$ cat src/rtl/dmem_arbiter.sv
// dmem_arbiter
//   Single-port data-cache arbiter between the ROB store-commit port and the
//   load/store buffer load-issue port. One access at a time; the granted
//   request is latched and held on the cache port until d_resp, then the
//   response is routed back to its owner.
//
//   Ports
//     clk, rst                      clock, async active-low reset
//     st_req/st_addr/st_wdata/
//       st_byte_enable, st_resp     store commit request / completion pulse
//     ld_req/ld_addr/ld_tag,
//       ld_ready                    load issue handshake
//     ld_valid/ld_rdata/ld_resp_tag load return
//     flush                         squashes an in-flight load result
//     d_read/d_write/d_addr/
//       d_wdata/d_byte_enable       cache request (held until d_resp)
//     d_rdata/d_resp                cache response
module dmem_arbiter #(
  parameter int TAG_W = 4
) (
  input  logic             clk,
  input  logic             rst,
  input  logic             st_req,
  input  logic [31:0]      st_addr,
  input  logic [31:0]      st_wdata,
  input  logic [3:0]       st_byte_enable,
  output logic             st_resp,
  input  logic             ld_req,
  input  logic [31:0]      ld_addr,
  input  logic [TAG_W-1:0] ld_tag,
  output logic             ld_ready,
  output logic             ld_valid,
  output logic [31:0]      ld_rdata,
  output logic [TAG_W-1:0] ld_resp_tag,
  input  logic             flush,
  output logic             d_read,
  output logic             d_write,
  output logic [31:0]      d_addr,
  output logic [31:0]      d_wdata,
  output logic [3:0]       d_byte_enable,
  input  logic [31:0]      d_rdata,
  input  logic             d_resp
);

  typedef enum logic [1:0] {IDLE, STORE, LOAD} state_t;

  state_t           state_q, state_d;
  logic [31:0]      addr_q, wdata_q;
  logic [3:0]       be_q;
  logic [TAG_W-1:0] tag_q;
  logic             squash_q, prio_ld_q;
  logic             st_grant, ld_grant;

  // Stores win unless a load has been owed a turn since the last store
  // completed while it was waiting.
  always_comb begin
    st_grant      = 1'b0;
    ld_grant      = 1'b0;
    state_d       = state_q;
    ld_ready      = 1'b0;
    st_resp       = 1'b0;
    ld_valid      = 1'b0;
    ld_rdata      = '0;
    ld_resp_tag   = '0;
    d_read        = 1'b0;
    d_write       = 1'b0;
    d_addr        = '0;
    d_wdata       = '0;
    d_byte_enable = '0;
    unique case (state_q)
      IDLE: begin
        st_grant = st_req && !(prio_ld_q && ld_req);
        ld_grant = !st_grant && ld_req && !flush;
        // reset gating keeps ld_ready low while rst is asserted
        ld_ready = ld_grant && rst;
        if (st_grant)      state_d = STORE;
        else if (ld_grant) state_d = LOAD;
      end
      STORE: begin
        d_write       = 1'b1;
        d_addr        = addr_q;
        d_wdata       = wdata_q;
        d_byte_enable = be_q;
        st_resp       = d_resp;
        if (d_resp) state_d = IDLE;
      end
      LOAD: begin
        d_read        = 1'b1;
        d_addr        = addr_q;
        d_byte_enable = 4'b1111;
        ld_resp_tag   = tag_q;
        // a same-cycle flush also kills the returning result
        ld_valid      = d_resp && !squash_q && !flush;
        ld_rdata      = ld_valid ? d_rdata : '0;
        if (d_resp) state_d = IDLE;
      end
      default: state_d = IDLE;
    endcase
  end

  always_ff @(posedge clk or negedge rst) begin
    if (!rst) begin
      state_q   <= IDLE;
      addr_q    <= '0;
      wdata_q   <= '0;
      be_q      <= '0;
      tag_q     <= '0;
      squash_q  <= 1'b0;
      prio_ld_q <= 1'b0;
    end else begin
      state_q <= state_d;
      unique case (state_q)
        IDLE: begin
          if (!ld_req) prio_ld_q <= 1'b0;
          if (st_grant) begin
            addr_q  <= st_addr;
            wdata_q <= st_wdata;
            be_q    <= st_byte_enable;
          end else if (ld_grant) begin
            addr_q    <= ld_addr;
            tag_q     <= ld_tag;
            squash_q  <= 1'b0;
            prio_ld_q <= 1'b0;
          end
        end
        STORE: begin
          // a load that waited through this store goes next
          if (d_resp && ld_req) prio_ld_q <= 1'b1;
        end
        LOAD: begin
          // the cache access is not aborted; only its result is dropped
          if (flush && !d_resp) squash_q <= 1'b1;
        end
        default: ;
      endcase
    end
  end

endmodule
$ cat config.mk
export PLATFORM = sky130hd
export DESIGN_NAME = dmem_arbiter
export DESIGN_NICKNAME = d
export VERILOG_FILES = /design/src/rtl/dmem_arbiter.sv
export SDC_FILE = /design/constraint.sdc
export NUM_CORES = 1
export LEC_CHECK = 0
export CORE_UTILIZATION = 40
export DETAILED_ROUTE_END_ITERATION = 12
export PLACE_DENSITY = 0.83
export SYNTH_ARGS = -nofsm -noshare
export SYNTH_HDL_FRONTEND = slang
export SYNTH_SLANG_ARGS = --single-unit
$ cat constraint.sdc
create_clock -name clk -period 3.9 [get_ports clk]
set_clock_uncertainty 0.1 [all_clocks]
set_input_delay 0.78 -clock clk [delete_from_list [all_inputs] [get_ports clk]]
set_output_delay 0.78 -clock clk [all_outputs]
set_load 0.01 [all_outputs]
==> summary.md, run 1 <==
| Metric | Value |
|---|---|
| TritonCTS Buffers | `9` |
| Vias | `3,473` |
| Crit path time final | `3.59 ns` |
| Vias in the first global route | `3,458` |
| Largest net degree at the start of global routing | `77` |
| Post CTS Setup Buffer Count | `0` |
| Hold Path Sink | `addr_q[7]` |
| H-tree Lvls | `3` |
| Final Hold Viols | `0` |
| HP Class | `flop to flop` |
| Ant diodes | `0` |
| Port bufs | `250` |
| Layout cells sized above 1 | `10.5%` |
| Syn Area/Cell | `10.6 um2` |
| WL/cell | `14.9 um` |
| Worst Max-Slew Pin Slew | `1.04 ns` |
| Grt total ovfl | `0` |
| Synth top area cells | `dfrtp_1, and2_1, mux2_2` |
| Post-cts hold buffer count | `0` |
| Clk pwr share | `15.0%` |
| Syn nets | `520` |
| Remaining antenna violation count | `0` |
| Reg-to-Reg Start | `state_q[0]` |
| Reg power frac | `32.3%` |
| Leak pwr | `2.92 nW` |
| RSZ-0062 raised after global routing | `no` |
| Mapped Area | `3990 um2` |
| Reg2Reg Setup Slack | `1.62 ns` |
| Total iterations of the first detailed-routing run | `4` |
| Synth Register Bits | `76` |
| Die ar. | `10,400 um2` |
| Status | `complete, no violations` |
| Post-synth cell types | `30` |
| CP arrival | `2.71 ns` |
| Core area | `9730 um2` |
| R2R Path End | `addr_q[1]` |
| Hold Path Cell Cnt | `2` |
| Yosys top cell by area | `dfrtp_1` |
| Peak supply drop | `0.319 mV` |
| Pins over their slew limit | `0` |
| Routed WL | `11.2 mm` |
| Nets | `760` |
| Max-Cap Viols | `0` |
| Hold Crit Start | `addr_q[7]` |
| # fillers | `773` |
| Drc violations | `0` |
| Root Buffer | `clkbuf_8` |
| Placer Congestion | `0.752` |
| Final setup fails | `0` |
| Clk slew on worst S/H paths | `0.07 ns` |
| Crit path launch type | `primary input` |
| Critical Path Fanout Max | `33` |
| Hold WS | `0.378 ns` |
| Sw power | `1.40 mW` |
| Site Rows | `36` |
| Slew headroom | `30.7%` |
| Synth warn | `0` |
| Fin util | `69.6%` |
| GRT Total Usage | `21.4%` |
| Sinks on Clock Net | `76` |
| Die X | `102 um` |
| Starting Density | `41.0%` |
| CTS tree | `yes` |
| CP Capture Type | `output port` |
| Internal | `2.78 mW` |
| CP Class | `primary input to output port` |
| Cell area power density | `617 nW/um2` |
| Post-synth top area share | `47.7%` |
| Final TNS setup | `0 ns` |
| Switching fraction of total power | `33.4%` |
| Via density | `4.62` |
| Initial antenna violation count | `0` |
| Fmax | `0.279 GHz` |
| Layout area overhead | `69.8%` |
| Chip Height | `102 um` |
| Clk Latency, worst-skew pair | `0.33 ns` |
| Syn Inst Count | `375` |
| Most common cell after layout, fill and taps aside | `clkdlybuf4s50_1` |
| Clk buf depth | `2` |
| Post_cts resized | `0` |
| CP Data Required Time | `3.02 ns` |
| Initial DRC count | `71` |
| Most frequent cells in the layout | `clkdlybuf4s50_1, and2_1, dfrtp_1` |
| Comb pwr share | `52.7%` |
| Reg2reg path depth | `5` |
| Seq/Total Area, Yosys | `47.7%` |
| Tcrit/Tclk final | `92.1%` |
| Final HPWL DP | `8.49 mm` |
| I/O pin total | `251` |
| First-pass GRT wire length | `17.0 mm` |
[worst max path at each step]
stage / start / endpoint
after floorplan: state_q[0] / ld_rdata[13]
after global placement: d_resp / ld_rdata[9]
after detailed placement: d_resp / ld_rdata[16]
after CTS: d_resp / ld_rdata[16]
after global routing: d_resp / ld_rdata[26]
final: d_resp / ld_rdata[8]
[power by group through the flow]
stage,Clock (mW),Sequential [mW],Combinational [mW]
floorplan,0,1.31,1.26
global placement,0,1.34,2.18
detailed placement,0,1.37,2.22
CTS,0.648,1.35,2.23
global route,0.676,1.39,2.39
finish,0.626,1.35,2.20
[stage by stage]
| step | instance area, um2 | total power, mW | std cells | setup slack, ns |
|---|---|---|---|---|
| 2_1_floorplan | 3990 | 2.57 | 375 | 1.43 |
| 3_3_place_gp | 6560 | 3.52 | 737 | 0.432 |
| 3_5_place_dp | 6560 | 3.59 | 737 | 0.323 |
| 4_1_cts | 6770 | 4.23 | 752 | 0.313 |
| 5_1_grt | 6770 | 4.46 | 752 | 0.203 |
| 6_report | 6770 | 4.18 | 752 | 0.310 |
[cells in the mapped netlist, drive strengths merged]
cell	instances
dfrtp	76
nor2b	5
and2	102
and4bb	1
o22ai	1
a21o	1
ha	3
nand2b	1
nand3	1
and2b	1
mux2	40
a21oi	7
a21boi	1
inv	2
o21ai	33
mux2i	33
clkbuf	15
a22o	1
buf	12
and3	1
nand2	35
nor2	3
[worst max-delay path, stage by stage]
cell             delay (ns)
clkdlybuf4s50_1        0.58
and4bb_2               0.58
and2_1                 0.21
clkdlybuf4s50_1        0.55
[layout make-up]
class	instances	area, um2	share of cell area (%)
Clock buffer	10	128	1.89
Clock inverter	5	77.6	1.15
Inverter	2	7.51	0.111
Multi-Input combinational cell	270	1940	28.7
Sequential cell	76	1900	28.1
Tap cell	133	166	2.46
Timing Repair Buffer	256	2540	37.6
[cell families after synthesis]
kind of cell               Yosys count  share of synthesized area [%]
buffers and inverters               29                           3.67
adders and majority gates            3                          0.942
DFF                                 76                           47.7
AOI/OAI and AO/OA                   44                           6.34
and+or+nand+nor                    150                           21.4
muxes                               73                           20.0
[layer usage]
| layer | global-route usage [%] | wire [um] | vias up |
|---|---|---|---|
| met3 | 4.86 | 708 | 12 |
| met2 | 37.4 | 5490 | 131 |
| met1 | 26.4 | 4830 | 1617 |
| met5 | 0 | 0 | - |
| met4 | 6.37 | 140 | 0 |
| li1 | - | - | 1713 |
[sequential cells by signal, indices dropped and copies added (netlist names)]
register,count
be_q,4
squash_q,1
state_q,2
addr_q,32
wdata_q,32
tag_q,4
prio_ld_q,1
(Power assumes the default switching activity.)
==> inputs of run 2 (changes only) <==
==> constraint.sdc (replaced) <==
create_clock -name clk -period 3.9 [get_ports clk]
set_clock_uncertainty 0.1 [all_clocks]
set_input_delay 0.78 -clock clk [delete_from_list [all_inputs] [get_ports clk]]
set_output_delay 0.78 -clock clk [all_outputs]
set_load 0.02 [all_outputs]
==> run 2 against run 1 <==
  * Sequential share of layout area is 0.15 points higher
  * Worst hold slack hardly changed
  * Sequential cell count did not move
  * First-iteration DRC count up 18%
  * Register-to-register slack is essentially flat
  * Sequential power is essentially flat
  * Via count fell by 0.14%
  * Count of clock-buffer cells in the layout is 1 higher
  * Largest power group unchanged
==> summary.md, run 2 (same netlist as run 1, synthesis figures left out) <==
| Metric | Value |
|---|---|
| I/O pin total | `251` |
| Slew headroom | `31.1%` |
| Cell area power density | `640 nW/um2` |
| Largest registers | `addr_q (32), wdata_q (32)` |
| Worst Max-Slew Pin Slew | `1.03 ns` |
| CP arrival | `2.78 ns` |
| Clk slew on worst S/H paths | `0.08 ns` |
| Final TNS setup | `0 ns` |
| Initial DRC count | `84` |
| CP Data Required Time | `3.02 ns` |
| Routed WL | `11.1 mm` |
| Die ar. | `10,400 um2` |
| Nets | `760` |
| WL/cell | `14.7 um` |
| Most common cell after layout, fill and taps aside | `clkdlybuf4s50_1` |
| Post_cts resized | `0` |
| H-tree Lvls | `3` |
| Placer Congestion | `0.752` |
| Layout cells sized above 1 | `10.6%` |
| Root Buffer | `clkbuf_8` |
| Crit path time final | `3.66 ns` |
| CTS tree | `yes` |
| Most frequent cells in the layout | `clkdlybuf4s50_1, and2_1, dfrtp_1` |
| Ant diodes | `0` |
| First-pass GRT wire length | `16.9 mm` |
| Total iterations of the first detailed-routing run | `4` |
| Largest net degree at the start of global routing | `77` |
| CP Capture Type | `output port` |
| Crit path launch type | `primary input` |
| Reg2reg path depth | `5` |
| Sinks on Clock Net | `76` |
| RSZ-0062 raised after global routing | `no` |
| Die X | `102 um` |
| # fillers | `767` |
| Chip Height | `102 um` |
| Setup WS pre-CTS | `0.247 ns` |
| Layout area overhead | `68.9%` |
| Status | `complete, no violations` |
| Final Hold Viols | `0` |
| Max-Cap Viols | `0` |
| Leak pwr | `2.91 nW` |
| Clk Latency, worst-skew pair | `0.33 ns` |
| Final HPWL DP | `8.51 mm` |
| GRT Total Usage | `21.2%` |
| Port bufs | `250` |
| Final WS setup | `0.244 ns` |
| Vias | `3,468` |
| TritonCTS Buffers | `9` |
| Peak supply drop | `0.319 mV` |
| Final setup fails | `0` |
| Post-cts hold buffer count | `0` |
| HP Class | `flop to flop` |
| Site Rows | `36` |
| Drc violations | `0` |
| Core area | `9730 um2` |
| Pins over their slew limit | `0` |
| Remaining antenna violation count | `0` |
| Grt total ovfl | `0` |
| Critical Path Fanout Max | `33` |
| Via density | `4.61` |
| Tcrit/Tclk final | `93.7%` |
| Starting Density | `41.0%` |
| Fmax | `0.274 GHz` |
| Fin util | `69.2%` |
| CP Class | `primary input to output port` |
| Post CTS Setup Buffer Count | `0` |
| Vias in the first global route | `3,384` |
| Hold Path Cell Cnt | `2` |
| Initial antenna violation count | `0` |
| Clk buf depth | `2` |
[run 2: changes by cell type in the layout (fill, tap and decap cells not counted), sizes merged]
cell | before | now
clkbuf | 10 | 11
bufinv | 2 | 0
clkinv | 2 | 4
[run 2: metrics by stage]
| step | power, mW | hold WS (ns) | instances | area (um2) |
|---|---|---|---|---|
| detailed placement | 3.84 | 0.363 | 737 | 6560 |
| floorplan | 2.81 | 0.342 | 375 | 3990 |
| global placement | 3.76 | 0.354 | 737 | 6560 |
| finish | 4.31 | 0.378 | 753 | 6730 |
| CTS | 4.37 | 0.381 | 753 | 6730 |
| global route | 4.60 | 0.405 | 753 | 6730 |
[run 2: metal layers]
| layer | track usage, % | part of all wire, % | up-vias |
|---|---|---|---|
| li1 | - | - | 1709 |
| met1 | 25.5 | 42 | 1626 |
| met2 | 38.1 | 51 | 126 |
| met3 | 5.20 | 7.0 | 7 |
| met4 | 5.38 | 0.74 | 0 |
| met5 | 0 | 0 | - |
[run 2: worst max-delay path: stages]
cell	delay, ns
clkdlybuf4s50_1	0.59
and4bb_2	0.57
and2_1	0.21
clkdlybuf4s50_1	0.62
[run 2: report_power, final]
group	leakage (nW)	internal, mW	total [mW]	switching [mW]
logic	1.90	1.25	2.43	1.19
clock network	0.0889	0.244	0.522	0.278
registers	0.915	1.18	1.35	0.175
[run 2: path summary, 6_finish.rpt]
kind | from | end | slack, ns
setup / recovery | d_resp | ld_rdata[16] | 0.24
hold / removal | addr_q[7] | addr_q[7] | 0.38
setup reg to reg | state_q[1] | addr_q[1] | 1.61
hold reg to reg | addr_q[7] | addr_q[7] | 0.38
max in group asynchronous | rst | wdata_q[28] | 2.48
min in group asynchronous | rst | state_q[0] | 0.55
[run 2: final cells by class]
class / count / area [um2] / area share (%)
timing repair buffer: 256 / 2540 / 37.8
multi-input combinational: 270 / 1940 / 28.9
sequential: 76 / 1900 / 28.2
tap: 133 / 166 / 2.47
clock buffer: 11 / 141 / 2.10
clock inverter: 5 / 27.5 / 0.409
inverter: 2 / 7.51 / 0.112
==> inputs of run 3 (changes only) <==
--- a/config.mk
+++ b/config.mk
@@ -7,6 +7,7 @@
 export LEC_CHECK = 0
 export CORE_UTILIZATION = 40
 export DETAILED_ROUTE_END_ITERATION = 12
+export GPL_TIMING_DRIVEN = 0
 export PLACE_DENSITY = 0.83
 export SYNTH_ARGS = -nofsm -noshare
 export SYNTH_HDL_FRONTEND = slang
==> run 3 against run 2 <==
  * Power increased by 5.0%
  * Final cell count increased by 2.9%
  * Combinational power increased by 3%
  * Critical path type unchanged
  * Critical endpoint is now ld_rdata[3]
  * Largest cell class unchanged
  * Largest power group unchanged
  * Highest routed layer unchanged
==> summary.md, run 3 (same netlist as run 1, synthesis figures left out) <==
| Metric | Value |
|---|---|
| Drc violations | `0` |
| Sw power | `1.69 mW` |
| Fin util | `71.0%` |
| HP Class | `primary input to async pin` |
| Sinks on Clock Net | `76` |
| Clk Latency, worst-skew pair | `0.34 ns` |
| Comb pwr share | `55.3%` |
| Placed cell count | `759` |
| Tcrit/Tclk final | `95.0%` |
| Design Area, Final | `6900 um2` |
| TritonCTS Buffers | `9` |
| Clk buf depth | `2` |
| Routed WL | `11.4 mm` |
| Max-Cap Viols | `0` |
| Reg2Reg Setup Slack | `1.98 ns` |
| # fillers | `761` |
| Clk pwr share | `14.8%` |
| Critical Path Fanout Max | `10` |
| Crit path launch type | `primary input` |
| Layout area overhead | `73.2%` |
| Reg power frac | `29.9%` |
| Largest net degree at the start of global routing | `72` |
| Placer Congestion | `0.760` |
| Post_cts resized | `0` |
| Site Rows | `36` |
| CTS tree | `yes` |
| H-tree Lvls | `3` |
| Starting Density | `41.0%` |
| Core area | `9730 um2` |
| Ant diodes | `0` |
| Root Buffer | `clkbuf_8` |
| Clk slew on worst S/H paths | `0.08 ns` |
| Post CTS Setup Buffer Count | `0` |
| WL/cell | `14.7 um` |
| Die X | `102 um` |
| R2R Path End | `addr_q[1]` |
| Die ar. | `10,400 um2` |
| Reg2reg path depth | `7` |
| Chip Height | `102 um` |
| Post-cts hold buffer count | `0` |
| CP Data Required Time | `3.02 ns` |
| Layout cells sized above 1 | `12.1%` |
| Nets | `782` |
| Post-DP Area | `6680 um2` |
| Vias in the first global route | `3,527` |
| Port bufs | `250` |
| RSZ-0062 raised after global routing | `no` |
| Initial DRC count | `71` |
| Final Hold Viols | `0` |
| Hold WS | `0.139 ns` |
| Status | `complete, no violations` |
| Worst Max-Slew Pin Slew | `0.467 ns` |
| Largest registers | `addr_q (32), wdata_q (32)` |
| Slew headroom | `68.9%` |
| Final TNS setup | `0 ns` |
| Initial antenna violation count | `0` |
| Most frequent cells in the layout | `clkdlybuf4s50_1, and2_1, dfrtp_1` |
| Final setup fails | `0` |
| CP arrival | `2.83 ns` |
| Vias | `3,584` |
| Internal | `2.84 mW` |
| Via density | `4.62` |
| Switching fraction of total power | `37.3%` |
| CP Class | `primary input to output port` |
| Grt total ovfl | `0` |
| Total iterations of the first detailed-routing run | `4` |
| Peak supply drop | `0.390 mV` |
| Final HPWL DP | `8.96 mm` |
| Reg-to-Reg Start | `state_q[0]` |
| I/O pin total | `251` |
| Fmax | `0.270 GHz` |
| Remaining antenna violation count | `0` |
| First-pass GRT wire length | `17.3 mm` |
| Most common cell after layout, fill and taps aside | `clkdlybuf4s50_1` |
| Pins over their slew limit | `0` |
| Crit path time final | `3.71 ns` |
| Cell area power density | `655 nW/um2` |
| Leak pwr | `2.99 nW` |
| GRT Total Usage | `22.1%` |
| CP Capture Type | `output port` |
| Post-route insts no fill | `775` |
==> run 3: cell count changes in the layout (fill, tap and decap cells not counted), sizes merged <==
cell,change
clkinv,-2
buf,+7
inv,+1
clkbuf,+14
bufinv,+2
==> run 3: final cells by class <==
class	count	area, um2	share of cell area [%]
sequential	76	1900	27.5
tap	133	166	2.41
clock buffer	10	138	1.99
clock inverter	6	86.3	1.25
timing repair buffer	251	2530	36.6
buffer	27	139	2.01
multi-input combinational	270	1940	28.1
inverter	2	7.51	0.109
==> run 3: stage by stage <==
| step | power, mW | worst slack, ns |
|---|---|---|
| 2_1_floorplan | 2.81 | 1.18 |
| 3_3_place_gp | 3.82 | -1.69 |
| 3_5_place_dp | 3.89 | 0.202 |
| 4_1_cts | 4.57 | 0.187 |
| 5_1_grt | 4.82 | 0.111 |
| 6_report | 4.53 | 0.194 |
==> run 3: power groups by stage <==
stage,sequential [mW],combinational [mW],clock (mW)
after floorplan,1.31,1.50,0
after global placement,1.34,2.48,0
after detailed placement,1.37,2.52,0
after CTS,1.36,2.53,0.685
after global routing,1.40,2.70,0.723
final,1.35,2.50,0.670
==> run 3: how the worst max path moves through the flow <==
stage	from	to	slack, ns	cells past startpoint
3_5_place_dp	d_resp	ld_rdata[3]	0.20	5
2_1_floorplan	state_q[0]	ld_rdata[13]	1.18	6
4_1_cts	d_resp	ld_rdata[3]	0.19	5
6_report	d_resp	ld_rdata[3]	0.19	5
3_3_place_gp	rst	ld_ready	-1.69	3
5_1_grt	d_resp	ld_rdata[19]	0.11	5
==> run 3: routing by layer <==
layer / GRT usage, % / part of all wire (%) / vias up
li1: - / - / 1757
met1: 26.9 / 42 / 1678
met2: 38.0 / 50 / 135
met3: 5.61 / 6.5 / 14
met4: 8.13 / 1.7 / 0
met5: 0 / 0 / -
==> run 3: critical path, stage by stage <==
cell and delay [ns]:
clkdlybuf4s50_1 0.58, and4bb_2 0.34, clkbuf_1 0.31, and2_1 0.19
clkdlybuf4s50_1 0.62
==> RTL edit, RTL diff (settings of run 3) <==
`TAG_W`: 4 -> 6.
--- a/src/rtl/dmem_arbiter.sv
+++ b/src/rtl/dmem_arbiter.sv
@@ -16,7 +16,7 @@
 //       d_wdata/d_byte_enable       cache request (held until d_resp)
 //     d_rdata/d_resp                cache response
 module dmem_arbiter #(
-  parameter int TAG_W = 4
+  parameter int TAG_W = 6
 ) (
   input  logic             clk,
   input  logic             rst,
Interface: changed (resized ld_resp_tag and ld_tag); port bits go from 251 to 255. The function was not compared with the original's and may differ.
==> RTL edit against run 3 <==
- critical path type unchanged
- area after synthesis rose by 2.4%
- setup slack got worse by 0.037 ns
- sequential cell count rose by 2
- power rose by 1.5%
- final area rose by 1.8%
- register-to-register slack improved by 0.03 ns
- routed wire length rose by 7.1%
==> RTL edit: results (changes against run 3) <==
Layout
  • Share of post-route cells with drive strength above 1: 0.118 (was 0.121)
  • Nets: 794 (was 782)
  • Finished Cell Area: 7030 um^2 (was 6900 um^2)

Synth
  • Syn Area/Cell: 10.7 um^2 (was 10.6 um^2)
  • Post-synth cell types: 29 (was 30)
  • Sequential-to-total area share from yosys stat: 0.478 (was 0.477)
  • Ranking of synthesized cells by area: dfrtp_1, and2_1, mux2_2, mux2i_1, nand2_1 (unchanged)
  • Top cells by count, synth: and2_1, dfrtp_1, mux2_2 (unchanged)
  • Synth Net Count: 528 (was 520)

Detailed routing
  • Via count: 3682 (was 3584)
  • Drt wl/cell: 15.6 um (was 14.7 um)
  • Routed WL: 12200 um (was 11400 um)
  • Initial drt markers: 60 (was 71)

Placement
  • Port bufs: 254 (was 250)
  • DP HPWL: 9760 um (was 8960 um)
  • GP Congestion: 0.807 (was 0.760)

Timing
  • Tightest Pin Transition: 0.466 ns (was 0.467 ns)

Global routing
  • Vias in the first global route: 3822 (was 3527)
  • All-Layer GR Usage: 0.230 (was 0.221)
  • Largest net degree at the start of global routing: 74 (was 72)
  • First-pass GRT wire length: 18400 um (was 17300 um)

Power and ir drop
  • Reg power frac: 0.304 (was 0.299)
  • Int Pwr: 0.00288 W (was 0.00284 W)
  • Worst vdd ir: 0.339 mV (was 0.390 mV)
  • PwrDens: 654 nW/um^2 (was 655 nW/um^2)
  • Clk. pwr: 0.000651 W (was 0.000670 W)

Setup path
  • CP arrival: 2.86 ns (was 2.83 ns)

Outcome
  • Status: finished clean (unchanged)
-- RTL edit: cell families after synthesis --
group,synth area share
compound gates,0.0619
fa+ha+maj,0.00919
buf+inv,0.0371
flops,0.478
mux,0.202
simple gates,0.212
-- RTL edit: cell type report --
type / instances / share of cell area
buffer: 27 / 0.0205
clock buffer: 10 / 0.0182
clock inverter: 5 / 0.0121
inverter: 2 / 0.00107
multi-input combinational: 274 / 0.282
sequential: 78 / 0.278
tap: 133 / 0.0237
timing repair buffer: 255 / 0.365
-- RTL edit: metal layers --
metal / global-route usage / vias up / wire [um] / share of wire
met4: 0.0715 / 0 / 245 / 0.020
met2: 0.409 / 151 / 6110 / 0.50
met1: 0.274 / 1727 / 5040 / 0.41
met5: 0 / - / 0 / 0
li1: - / 1782 / - / -
met3: 0.0549 / 22 / 841 / 0.069
-- RTL edit: final timing paths --
kind	endpoint	slack (ns)
hold / removal	wdata_q[3]	0.15
setup / recovery	ld_rdata[18]	0.16
hold reg to reg	addr_q[7]	0.38
setup reg to reg	addr_q[0]	2.01
max in group asynchronous	addr_q[6]	2.99
min in group clk	addr_q[7]	0.38
-- RTL edit: worst reg2reg max path, cell delays in order (launching register included) --
cell	delay (ns)
dfrtp_1	0.35
inv_1	0.07
ha_1	0.20
buf_2	0.17
nand2_2	0.16
buf_2	0.33
mux2i_1	0.29
o21ai_0	0.10
-- RTL edit: metrics by stage --
step / setup WS, ns / hold WS [ns]
after floorplan: 1.29 / 0.342
after global placement: -1.74 / 0.354
after detailed placement: 0.189 / 0.362
after CTS: 0.189 / 0.130
after global routing: 0.0695 / 0.136
final: 0.156 / 0.145
